<file path="src/rtl/uart_pkg.sv">
// Shared definitions for the 16x-oversampling UART blocks.
//   - rx_state_t : receiver FSM state encoding
//   - BAUD_*     : supported baud rates
//   - SEL_*      : one-hot clk_speed_sel codes
//   - OVERSAMPLE : sample ticks per bit period
//   - baud_decode: clk_speed_sel -> baud rate (unknown codes fall back to 9600)
package uart_pkg;

  typedef enum logic [2:0] {
    IDLE,
    START,
    DATA,
    PARITY,
    STOP,
    BREAK
  } rx_state_t;

  localparam logic [31:0] BAUD_9600   = 32'd9600;
  localparam logic [31:0] BAUD_56000  = 32'd56000;
  localparam logic [31:0] BAUD_115200 = 32'd115200;

  localparam logic [3:0] SEL_9600   = 4'b1000;
  localparam logic [3:0] SEL_56000  = 4'b0100;
  localparam logic [3:0] SEL_115200 = 4'b0010;

  localparam int unsigned OVERSAMPLE = 16;

  function automatic logic [31:0] baud_decode(input logic [3:0] sel);
    case (sel)
      SEL_56000:  return BAUD_56000;
      SEL_115200: return BAUD_115200;
      default:    return BAUD_9600;
    endcase
  endfunction

endpackage

</file>
<file path="src/rtl/uart_rx_os16_if.sv">
// Consumer-side handshake bundle of the oversampling UART receiver.
//   dat_o        : received byte
//   rdy_o        : dat_o holds an unread byte
//   frame_err_o  : stop bit of the byte in dat_o was low
//   parity_err_o : parity mismatch on the byte in dat_o
//   overrun_o    : sticky, a byte completed while rdy_o was set
//   busy_o       : a frame is in progress
//   rd_i         : consumer read strobe
// master = receiver side, slave = consumer side.
interface uart_rx_os16_if;
  logic [7:0] dat_o;
  logic       rdy_o;
  logic       frame_err_o;
  logic       parity_err_o;
  logic       overrun_o;
  logic       busy_o;
  logic       rd_i;

  modport master (
    output dat_o, rdy_o, frame_err_o, parity_err_o, overrun_o, busy_o,
    input  rd_i
  );

  modport slave (
    input  dat_o, rdy_o, frame_err_o, parity_err_o, overrun_o, busy_o,
    output rd_i
  );
endinterface

</file>
<file path="src/rtl/uart_os_tick_gen.sv">
// Fractional 16x-baud tick generator.
// A 32-bit phase accumulator adds OVERSAMPLE*baud every clk; each time it
// reaches SYS_CLK_RATE it wraps and emits a one-clk tick, so the long-run
// tick rate is exactly 16*baud with at most one clk of jitter.
//   clk, rst : clock, asynchronous active-high reset
//   baud     : current baud rate in Hz
//   clr      : synchronous clear of the phase (realigns ticks to an edge)
//   tick     : registered one-clk strobe at 16x baud
module uart_os_tick_gen
  import uart_pkg::*;
#(
  parameter int unsigned SYS_CLK_RATE = 50000000
) (
  input  logic        clk,
  input  logic        rst,
  input  logic [31:0] baud,
  input  logic        clr,
  output logic        tick
);

  localparam logic [31:0] RATE = 32'(SYS_CLK_RATE);

  logic [31:0] acc_reg;
  logic [31:0] sum;

  assign sum = acc_reg + baud * 32'(OVERSAMPLE);

  always_ff @(posedge clk or posedge rst) begin
    if (rst) begin
      acc_reg <= '0;
      tick    <= 1'b0;
    end else if (clr) begin
      acc_reg <= '0;
      tick    <= 1'b0;
    end else if (sum >= RATE) begin
      acc_reg <= sum - RATE;
      tick    <= 1'b1;
    end else begin
      acc_reg <= sum;
      tick    <= 1'b0;
    end
  end

endmodule

</file>
<file path="src/rtl/uart_rx_os16.sv">
// 16x-oversampling UART receiver (8 data bits, optional parity, 1 stop bit).
// rx is double-synchronised, each bit is the majority of samples 7/8/9 of
// its 16-tick period, and a start edge that votes high is dropped as a glitch.
// Bytes land in a holding register with a ready/read handshake.
//   clk, rst      : clock, asynchronous active-high reset
//   rx            : serial line, idle high
//   clk_speed_sel : one-hot baud select (1000/0100/0010 = 9600/56000/115200)
//   rxif          : consumer handshake (dat/rdy/errors/busy out, rd in)
module uart_rx_os16
  import uart_pkg::*;
#(
  parameter int unsigned SYS_CLK_RATE = 50000000,
  parameter int unsigned BAUD_RATE    = 9600,
  parameter int unsigned PARITY_EN    = 0,
  parameter int unsigned PARITY_ODD   = 0
) (
  input  logic           clk,
  input  logic           rst,
  input  logic           rx,
  input  logic [3:0]     clk_speed_sel,
  uart_rx_os16_if.master rxif
);

  localparam logic ODD_BIT = (PARITY_ODD != 0);

  rx_state_t   state_reg;
  logic        rx_meta_reg, rxs_reg, rxs_prev_reg;
  logic [31:0] baud_reg;
  logic [3:0]  cnt_reg;
  logic [2:0]  idx_reg;
  logic [7:0]  shift_reg;
  logic        s7_reg, s8_reg;
  logic        par_mis_reg;
  logic [7:0]  dat_reg;
  logic        rdy_reg, ferr_reg, perr_reg, ovr_reg;

  logic tick, start_edge, resolve, bit_val;

  assign start_edge = (state_reg == IDLE) && rxs_prev_reg && !rxs_reg;
  // Sample 9 is taken live from rxs on the resolving tick.
  assign resolve    = tick && (cnt_reg == 4'd9);
  assign bit_val    = (s7_reg & s8_reg) | (s7_reg & rxs_reg) | (s8_reg & rxs_reg);

  uart_os_tick_gen #(.SYS_CLK_RATE(SYS_CLK_RATE)) u_tick (
    .clk  (clk),
    .rst  (rst),
    .baud (baud_reg),
    .clr  (start_edge),
    .tick (tick)
  );

  always_ff @(posedge clk or posedge rst) begin
    if (rst) begin
      state_reg    <= IDLE;
      rx_meta_reg  <= 1'b1;
      rxs_reg      <= 1'b1;
      rxs_prev_reg <= 1'b1;
      baud_reg     <= 32'(BAUD_RATE);
      cnt_reg      <= '0;
      idx_reg      <= '0;
      shift_reg    <= '0;
      s7_reg       <= 1'b1;
      s8_reg       <= 1'b1;
      par_mis_reg  <= 1'b0;
      dat_reg      <= '0;
      rdy_reg      <= 1'b0;
      ferr_reg     <= 1'b0;
      perr_reg     <= 1'b0;
      ovr_reg      <= 1'b0;
    end else begin
      rx_meta_reg  <= rx;
      rxs_reg      <= rx_meta_reg;
      rxs_prev_reg <= rxs_reg;

      // Baud changes are only accepted between frames.
      if (state_reg == IDLE) baud_reg <= baud_decode(clk_speed_sel);

      if (tick) begin
        cnt_reg <= cnt_reg + 4'd1;
        if (cnt_reg == 4'd7) s7_reg <= rxs_reg;
        if (cnt_reg == 4'd8) s8_reg <= rxs_reg;
      end

      if (rxif.rd_i && rdy_reg) begin
        rdy_reg <= 1'b0;
        ovr_reg <= 1'b0;
      end

      case (state_reg)
        IDLE: begin
          if (start_edge) begin
            state_reg <= START;
            cnt_reg   <= '0;
          end
        end
        START: begin
          if (resolve) begin
            state_reg <= bit_val ? IDLE : DATA;
            idx_reg   <= '0;
          end
        end
        DATA: begin
          if (resolve) begin
            shift_reg <= {bit_val, shift_reg[7:1]};
            idx_reg   <= idx_reg + 3'd1;
            if (idx_reg == 3'd7) state_reg <= (PARITY_EN != 0) ? PARITY : STOP;
          end
        end
        PARITY: begin
          if (resolve) begin
            par_mis_reg <= ((^shift_reg) ^ ODD_BIT) != bit_val;
            state_reg   <= STOP;
          end
        end
        STOP: begin
          if (resolve) begin
            dat_reg  <= shift_reg;
            ferr_reg <= ~bit_val;
            perr_reg <= (PARITY_EN != 0) ? par_mis_reg : 1'b0;
            rdy_reg  <= 1'b1;
            // A same-clk read already cleared ovr_reg above; delivery wins rdy.
            if (rdy_reg && !rxif.rd_i) ovr_reg <= 1'b1;
            state_reg <= bit_val ? IDLE : BREAK;
          end
        end
        BREAK: begin
          if (rxs_reg) state_reg <= IDLE;
        end
        default: state_reg <= IDLE;
      endcase
    end
  end

  assign rxif.dat_o        = dat_reg;
  assign rxif.rdy_o        = rdy_reg;
  assign rxif.frame_err_o  = ferr_reg;
  assign rxif.parity_err_o = perr_reg;
  assign rxif.overrun_o    = ovr_reg;
  assign rxif.busy_o       = (state_reg != IDLE);

endmodule

</file>
<file path="src/flat_wrapper.sv">
// flat-port wrapper written by rule: the top's interface ports become plain ports
module uart_rx_os16_flat import uart_pkg::*;
#(
  parameter int unsigned SYS_CLK_RATE = 50000000,
  parameter int unsigned BAUD_RATE    = 9600,
  parameter int unsigned PARITY_EN    = 0,
  parameter int unsigned PARITY_ODD   = 0
)
  (clk, rst, rx, clk_speed_sel, rxif_dat_o, rxif_rdy_o, rxif_frame_err_o, rxif_parity_err_o, rxif_overrun_o, rxif_busy_o, rxif_rd_i);
  uart_rx_os16_if rxif_i ();
  input  logic clk;
  input  logic rst;
  input  logic rx;
  input  logic [3:0] clk_speed_sel;
  output wire logic [$bits(rxif_i.dat_o)-1:0] rxif_dat_o;
  output wire logic [$bits(rxif_i.rdy_o)-1:0] rxif_rdy_o;
  output wire logic [$bits(rxif_i.frame_err_o)-1:0] rxif_frame_err_o;
  output wire logic [$bits(rxif_i.parity_err_o)-1:0] rxif_parity_err_o;
  output wire logic [$bits(rxif_i.overrun_o)-1:0] rxif_overrun_o;
  output wire logic [$bits(rxif_i.busy_o)-1:0] rxif_busy_o;
  input wire logic [$bits(rxif_i.rd_i)-1:0] rxif_rd_i;
  assign rxif_dat_o = rxif_i.dat_o;
  assign rxif_rdy_o = rxif_i.rdy_o;
  assign rxif_frame_err_o = rxif_i.frame_err_o;
  assign rxif_parity_err_o = rxif_i.parity_err_o;
  assign rxif_overrun_o = rxif_i.overrun_o;
  assign rxif_busy_o = rxif_i.busy_o;
  assign rxif_i.rd_i = rxif_rd_i;
  uart_rx_os16 #(.SYS_CLK_RATE(SYS_CLK_RATE), .BAUD_RATE(BAUD_RATE), .PARITY_EN(PARITY_EN), .PARITY_ODD(PARITY_ODD)) u_core (.clk(clk), .rst(rst), .rx(rx), .clk_speed_sel(clk_speed_sel), .rxif(rxif_i));
endmodule
</file>
<file path="config.mk">
export PLATFORM = sky130hd
export DESIGN_NAME = uart_rx_os16_flat
export DESIGN_NICKNAME = d
export VERILOG_FILES = /design/src/rtl/uart_pkg.sv /design/src/rtl/uart_rx_os16_if.sv /design/src/rtl/uart_os_tick_gen.sv /design/src/rtl/uart_rx_os16.sv /design/src/flat_wrapper.sv
export SDC_FILE = /design/constraint.sdc
export NUM_CORES = 1
export LEC_CHECK = 0
export BUFFER_PORTS_ARGS = -buffer_cell sky130_fd_sc_hd__buf_2
export CAP_MARGIN = 20
export CORE_AREA = 10 10 125 127
export CTS_CLUSTER_SIZE = 28
export DETAILED_ROUTE_END_ITERATION = 10
export DIE_AREA = 0 0 135 137
export MAX_ROUTING_LAYER = met4
export PLACE_DENSITY = 0.53
export SLEW_MARGIN = 20
export SYNTH_ARGS = -nofsm -noshare
export SYNTH_HDL_FRONTEND = slang
export SYNTH_HIERARCHICAL = 1
export SYNTH_SLANG_ARGS = --single-unit
</file>
<file path="constraint.sdc">
create_clock -name clk -period 4.1 [get_ports clk]
set_input_delay 0.82 -clock clk [delete_from_list [all_inputs] [get_ports clk]]
set_output_delay 0.82 -clock clk [all_outputs]
set_load 0.02 [all_outputs]
</file>
==> out/results.txt, run 1 <==
reg2reg end: u_core/u_tick/acc_reg[21]
DP Area: 5480 um2
clock-pin slew on the worst setup and hold paths: 0.06 ns
die area: 18500 um2
dpl hpwl: 9.64 mm
CP Depth: 12
class of the worst hold path: flop to flop
first-pass GRT wire length: 21.7 mm
vias in the first global route: 4443
area leader, netlist: dfrtp_1
top cell type's share of synthesized area: 0.296
cell area after synthesis: 5160 um2
fillers: 1307
Final Instance Count excl. Fillers: 783
final hold slack: 0.359 ns
grt peak-use layer: met2
min cycle time layout: 3.85 ns
kind of cell adding the most delay to the critical path: compound AO/OA/AOI/OAI gates
most frequent cells in the layout: dfrtp_1, a21oi_1, nand2_1
cell count after synthesis: 569
diodes inserted: 0
GRT overflow: 0
CTS sink count: 68
DRC errors left: 0
initial antenna violation count: 0
Antenna Nets Post-Route: 0
final clock skew: 0.00700 ns
Root Buffer: clkbuf_16
Total Wirelength: 12.8 mm
synthesis warning total: 6
critical path type: flop to flop
fin crit share: 0.939
status: finished clean
Initial Utilization: 0.395
register area share after synthesis: 0.331
DR iter-0 viols: 366
worst r2r src: u_core/baud_reg[7]
First-pass DRT Iterations: 5
Port Buffer Count: 19
GR Util met1: 0.174
ys flop type: dfrtp_1
WP data required: 4.38 ns
Max transition margin: 0.609
synth top area cells: dfrtp_1, ha_1, a21oi_1
Final Hold Fails: 0
clock buffer depth: 2
GPL Wtd Cong: 0.914
worst slew pin tran: 0.581 ns
CTS buffer count: 9
H-tree Lvls: 3
commonest non-fill, non-tap cell in the layout: dfrtp_1
Largest register FFs: 28
Row Count: 42
vias post-DR: 4482
met2 usage: 0.241
wire per inst: 16.4 um
slowest stage cell, crit path: dfstp_2
placed cell count: 767
Setup-failing EPs final: 0
Die Width: 135 um
hold_buf cts: 0
crit path capture: u_core/u_tick/acc_reg[21]
Distinct cells, synth: 86
chip height: 137 um
fraction of layout cells with a size suffix above 1: 0.168
ys async rst share: 1.00
largest net degree at the start of global routing: 40
Worst Path Buf+Inv: 1
Skew-Pair Late Insertion Delay: 0.34 ns
FMAX: 260 MHz
DR vias/cell: 5.72
synth-to-layout area growth: 12.1%
Startpoint Class: flop
Worst Path Arrival: 4.13 ns
Setup crit start: u_core/baud_reg[7]
CP Capture Type: flop
post-CTS setup buffers: 0
R2R depth: 12
register-to-register setup slack: 0.25 ns
Post-synth EDFFs: 0
core area: 13100 um2
met3 GRT Util: 0.0407
CTS tree: done
post-layout instance area: 5790 um2
io pins: 21
crit-path max cell delay: 0.53 ns
post-synthesis register bit count: 68
Max FO, Critical Path: 22
fin nets: 644
# Max-Cap Violations: 0
syn_area_per_cell: 9.08 um2
Final Slew Violations: 0
CTS resizes: 0
CP Cell Sequence: ha_1 > a21oi_1 > o21ai_0 > a22oi_4 > mux2i_1 > a2111oi_4 > nand4_1 > nor3b_4 > a31oi_2 > buf_4 > or4_1 > nand2_1
gr usage total: 0.149
[cells by family after synthesis]
logic type      share of synthesized area
xor+xnor                           0.0489
flops                               0.331
compound gates                      0.248
buf+inv                            0.0419
simple gates                        0.182
other cells                      0.000726
mux                                0.0608
fa+ha+maj                          0.0860
[worst register-to-register path, cell delays in order, from the launching register on]
cell and delay (ns):
dfstp_2 0.53, ha_1 0.32, a21oi_1 0.20, o21ai_0 0.19, a22oi_4 0.39, mux2i_1 0.20, a2111oi_4 0.41, nand4_1 0.29
nor3b_4 0.34, a31oi_2 0.12, buf_4 0.21, or4_1 0.52, nand2_1 0.07
[worst min path at each step]
| stage | end | start | depth (start not counted) |
|---|---|---|---|
| final | u_core/rxs_reg | u_core/rx_meta_reg | 0 |
| after global routing | u_core/rxs_reg | u_core/rx_meta_reg | 0 |
| after CTS | u_core/rxs_reg | u_core/rx_meta_reg | 0 |
| after detailed placement | u_core/rxs_reg | u_core/rx_meta_reg | 0 |
| after global placement | u_core/rxs_reg | u_core/rx_meta_reg | 0 |
| after floorplan | u_core/rxs_reg | u_core/rx_meta_reg | 0 |
[layout make-up]
| type | count | area [um2] | share of cell area |
|---|---|---|---|
| clock buffers | 10 | 229 | 0.0395 |
| well taps | 176 | 220 | 0.0380 |
| multi-input cells | 476 | 3330 | 0.574 |
| clock inverters | 6 | 63.8 | 0.0110 |
| repair buffers | 30 | 178 | 0.0307 |
| inverters | 17 | 63.8 | 0.0110 |
| flip-flops and latches | 68 | 1710 | 0.295 |
[metrics by stage]
stage | setup WS [ns] | util | TNS, ns
2_1_floorplan | 0.721 | - | 0
3_3_place_gp | 0.302 | 0.419 | 0
3_5_place_dp | 0.212 | 0.419 | 0
4_1_cts | 0.197 | 0.441 | 0
5_1_grt | -0.00440 | 0.443 | -0.00440
6_report | 0.250 | 0.443 | 0
[Yosys cell counts, drive strengths merged, types with 3 or more instances]
cell type,instances
xor2,17
nor3b,3
a21o,13
nor2,39
a2111oi,4
a22oi,5
and3,5
a31o,5
a211oi,8
nand4,14
dfstp,7
a21oi,56
o21bai,4
nand2b,5
ha,33
a31oi,7
xnor2,11
buf,16
or3,9
inv,16
o21ai,35
nor2b,4
o31ai,3
nand4b,5
or4,4
and2,10
nor3,9
o21a,8
mux2i,7
mux2,21
o211ai,7
o22ai,3
nand3,17
nand2,54
clkbuf,10
dfrtp,61
[layer usage]
layer  wire length [um]  vias up
li1                   -     2167
met1               5760     2185
met2               6170      112
met3                645       18
met4                274        0
met5                  0        -
Power of run 1 is not shown: default switching activity piles up to over one toggle a cycle in this logic, so the estimate is an artifact.
==> inputs of run 2 (changes only) <==
- ABC_AREA: default -> 1
- CORE_AREA: 10 10 125 127 -> 10 10 131 133
- DIE_AREA: 0 0 135 137 -> 0 0 141 143
- PLACE_DENSITY: 0.53 -> default
- PLACE_DENSITY_LB_ADDON: default -> 0.25
==> out/results.txt, run 2 <==
WP data required: 4.33 ns
RSZ-0062 raised after global routing: no
Total Wirelength: 14.3 mm
Setup-failing EPs final: 0
cell count after synthesis: 901
critical path type: flop to flop
Register Area: 1710 um2
final hold slack: 0.357 ns
die area: 20200 um2
clock-pin slew on the worst setup and hold paths: 0.06 ns
top cell type's share of synthesized area: 0.268
CP Capture Type: flop
diodes inserted: 0
core area: 14400 um2
DR vias/cell: 4.77
area leader, netlist: dfrtp_1
CTS sink count: 68
CTS tree: done
Worst Path Arrival: 3.36 ns
Setup WS post-layout: 0.974 ns
XOR/XNOR share of the synthesized area: 0.0105
ys async rst share: 1.00
Skew-Pair Late Insertion Delay: 0.34 ns
wire per inst: 12.6 um
cell area after synthesis: 5690 um2
Adder-Cell Fraction of Synth Area: 0.0760
Commonest cells post-synth: nand2_1, inv_1, nor2_1
synth top area cells: dfrtp_1, nand2_1, inv_1
First-pass DRT Iterations: 5
GPL Wtd Cong: 0.965
largest family of logic cells by synthesized area: simple AND/OR/NAND/NOR gates
Largest register FFs: 28
clock buffer depth: 2
Max VDD drop: 0.000347 V
initial antenna violation count: 0
top-count cell post-synth: nand2_1
GRT overflow: 0
DRC errors left: 0
post-synthesis compound-gate area fraction: 0.0800
DR iter-0 viols: 277
CTS resizes: 0
register area share after synthesis: 0.300
final clock skew: 0.00521 ns
Port Buffer Count: 19
fin crit share: 0.763
io pins: 21
area of the multi-input gates: 3400 um2
placed cell count: 1113
gr usage total: 0.152
LEAKAGE: 0.00369 uW
Max transition margin: 0.546
Final Instance Count excl. Fillers: 1130
Root Buffer: clkbuf_16
fraction of layout cells with a size suffix above 1: 0.100
FMAX: 320 MHz
overall power: 5920 uW
first-pass GRT wire length: 24.1 mm
syn_area_per_cell: 6.32 um2
most frequent cells in the layout: nand2_1, inv_1, nor2_1
mux contribution to synthesized area: 0.00176
worst slew pin tran: 0.680 ns
Final Slew Violations: 0
CTS buffer count: 9
H-tree Lvls: 3
Post-Synth Simple-Gate Area: 0.416
fin nets: 983
Antenna Nets Post-Route: 0
min cycle time layout: 3.13 ns
Startpoint Class: flop
commonest non-fill, non-tap cell in the layout: nand2_1
largest net degree at the start of global routing: 40
worst slack at placement: 0.981 ns
vias post-DR: 5394
setup_tns: 0 ns
Final Hold Fails: 0
chip height: 143 um
synth-to-layout area growth: 10.8%
# Max-Cap Violations: 0
vias in the first global route: 5161
Max FO, Critical Path: 35
dpl hpwl: 11.4 mm
Row Count: 44
synthesis warning total: 6
pwr/cell area: 939 nW/um2
class of the worst hold path: flop to flop
Distinct cells, synth: 42
status: finished clean
Die Width: 141 um
ys flop type: dfrtp_1
fillers: 1489
Post-synth EDFFs: 0
Initial Utilization: 0.395
post-synthesis register bit count: 68
hold_buf cts: 0
post-CTS setup buffers: 0
-- run 2: final cells by class --
class                      instances  share of cell area
multi-input combinational        691               0.538
timing repair buffer              22              0.0214
sequential                        68               0.271
tap                              184              0.0365
clock inverter                     6             0.00615
clock buffer                      10              0.0379
inverter                         149              0.0887
-- run 2: worst max-delay path, stage by stage, from the launching register on --
cell and delay, ns:
dfrtp_1 0.44, ha_1 0.40, nand2_1 0.19, inv_1 0.06, nand2_1 0.06, nand2_1 0.08, a21oi_1 0.29, inv_1 0.08
nand2_1 0.09, nand3_1 0.07, nand2_1 0.06, nand2_1 0.07, nor2_1 0.11, nand2_1 0.07, nor2_2 0.14, nand3_4 0.32
inv_2 0.26, nor2_1 0.08, nand2_1 0.08, nand2_1 0.04
-- run 2: logic make-up (layout without fill, tap and decap cells) --
| group | Yosys count | in the layout |
|---|---|---|
| buffers and inverters | 160 | 187 |
| AO/OA/AOI/OAI | 81 | 81 |
| XOR/XNOR | 6 | 6 |
| other | 1 | 19 |
| AND/OR/NAND/NOR | 550 | 550 |
| adder cells (fa/ha/maj) | 34 | 34 |
| flip-flops | 68 | 68 |
| multiplexers | 1 | 1 |
-- run 2: metrics by stage --
stage / utilization / instance area, um2
global placement: 0.416 / 6010
floorplan: - / 5760
global route: 0.437 / 6310
CTS: 0.436 / 6280
finish: 0.437 / 6310
detailed placement: 0.416 / 6010
-- run 2: routing by layer --
metal / vias to the layer above / wire length [um] / track usage
met5: - / 0 / -
met4: 0 / 265 / 0.0516
met3: 20 / 680 / 0.0315
met2: 110 / 6450 / 0.246
met1: 2408 / 6860 / 0.186
li1: 2856 / - / -
-- run 2: final timing paths --
path / from / endpoint / slack [ns] / cells after the start
max: u_core/baud_reg[12] / u_core/u_tick/acc_reg[18] / 0.97 / 19
min: u_core/rx_meta_reg / u_core/rxs_reg / 0.36 / 0
max reg2reg: u_core/baud_reg[12] / u_core/u_tick/acc_reg[18] / 0.97 / 19
min reg2reg: u_core/rx_meta_reg / u_core/rxs_reg / 0.36 / 0
max in group asynchronous: rst / u_core/u_tick/acc_reg[19] / 3.06 / 4
min in group asynchronous: rst / u_core/u_tick/acc_reg[5] / 0.41 / 2
-- run 2: power by group --
group	switching [uW]	internal (uW)	total, uW
Combinational	2740	1340	4080
Sequential	169	941	1110
Clock	308	424	732
Power figures use the tool's default switching activity.
==> inputs of run 3 (changes only) <==
- clock period: 4.1 -> 2.8 ns (I/O delays scaled with it)
==> out/results.txt, run 3 (synthesis results as in run 2) <==
FMAX: 361 MHz
H-tree Lvls: 3
CP Capture Type: flop
placed cell count: 1140
# Max-Cap Violations: 0
worst slack at placement: 0.00124 ns
wire per inst: 13.4 um
initial antenna violation count: 1
Largest register FFs: 28
fraction of layout cells with a size suffix above 1: 0.268
Root Buffer: clkbuf_16
CTS tree: done
most frequent cells in the layout: nand2_1, inv_1, nor2_1
fin nets: 1028
first-pass GRT wire length: 23.8 mm
core area: 14400 um2
DRC errors left: 0
commonest non-fill, non-tap cell in the layout: nand2_1
GRT overflow: 0
vias post-DR: 5704
Setup-failing EPs final: 0
GPL Wtd Cong: 0.911
status: finished clean
io pins: 21
Max FO, Critical Path: 8
hold_buf cts: 0
DR vias/cell: 4.85
Max transition margin: 0.474
Antenna Nets Post-Route: 0
CTS buffer count: 9
RSZ-0062 raised after global routing: yes
DR iter-0 viols: 311
clock-pin slew on the worst setup and hold paths: 0.06 ns
Startpoint Class: flop
Final Slew Violations: 0
largest net degree at the start of global routing: 40
final clock skew: 0.00925 ns
chip height: 143 um
die area: 20200 um2
Initial Utilization: 0.395
gr usage total: 0.151
Row Count: 44
Port Buffer Count: 19
Die Width: 141 um
fillers: 1386
class of the worst hold path: input port to asynchronous set/reset pin
Setup WS post-layout: 0.0270 ns
synth-to-layout area growth: 29.2%
Total Wirelength: 15.8 mm
critical path type: flop to flop
dpl hpwl: 11.6 mm
Final Hold Fails: 0
clock buffer depth: 2
Final Instance Count excl. Fillers: 1176
worst slew pin tran: 0.788 ns
vias in the first global route: 5013
min cycle time layout: 2.77 ns
WP data required: 3.07 ns
Worst Path Arrival: 3.04 ns
CTS sink count: 68
Skew-Pair Late Insertion Delay: 0.35 ns
First-pass DRT Iterations: 5
fin crit share: 0.990
==> run 3: final timing paths <==
check,slack [ns],endpoint,cells after the start,from
worst min-delay path,0.21,u_core/u_tick/acc_reg[6],2,rst
min in group clk,0.31,u_core/rx_meta_reg,1,rx
worst min register to register,0.36,u_core/rxs_reg,0,u_core/rx_meta_reg
worst max-delay path,0.03,u_core/u_tick/acc_reg[26],15,u_core/baud_reg[13]
max in group asynchronous,1.90,u_core/u_tick/acc_reg[18],3,rst
worst max register to register,0.03,u_core/u_tick/acc_reg[26],15,u_core/baud_reg[13]
==> run 3: repair_timing <==
action | CTS | global route
cloned | 0 | 2
setup endpoints to repair | 9 | 26
pin swaps | 0 | 30
buffers inserted | 0 | 17
resized for setup | 2 | 171
==> run 3: routing by layer <==
layer | GRT usage | vias to the layer above | wire length [um]
met4 | 0.0549 | 0 | 480
met3 | 0.0325 | 34 | 804
met1 | 0.191 | 2594 | 7280
met2 | 0.233 | 124 | 7190
li1 | - | 2952 | -
met5 | - | - | 0
==> run 3: cell type report <==
class	instances	area (um2)	area share
antenna	1	2.50	0.000340
clock buffer	10	229	0.0311
clock inverter	6	90.1	0.0122
inverter	149	562	0.0763
multi-input combinational	691	4020	0.546
sequential	68	1710	0.233
tap	184	230	0.0313
timing repair buffer	67	513	0.0697
==> run 3: per-stage QoR <==
stage,TNS (ns),cell area [um2],hold WS (ns),utilization
3_3_place_gp,0,6210,0.355,0.430
5_1_grt,-1.83,7360,0.262,0.510
3_5_place_dp,0,6210,0.354,0.430
6_report,0,7360,0.212,0.510
4_1_cts,-0.0343,6540,0.238,0.453
2_1_floorplan,0,5760,0.345,-
==> run 3: critical path, cell delays in order (launching register included) <==
cell and delay [ns]:
dfstp_2 0.63, ha_4 0.23, nand4_1 0.22, buf_4 0.21
nor2_1 0.12, nand2_2 0.08, nand3_1 0.12, nand2_4 0.10
nor2_2 0.16, nand2_2 0.08, nor2_4 0.12, nand2_4 0.06
nand3_4 0.16, buf_4 0.17, nand3_1 0.08, a21oi_2 0.15
Power of run 3 is left out for the same reason.
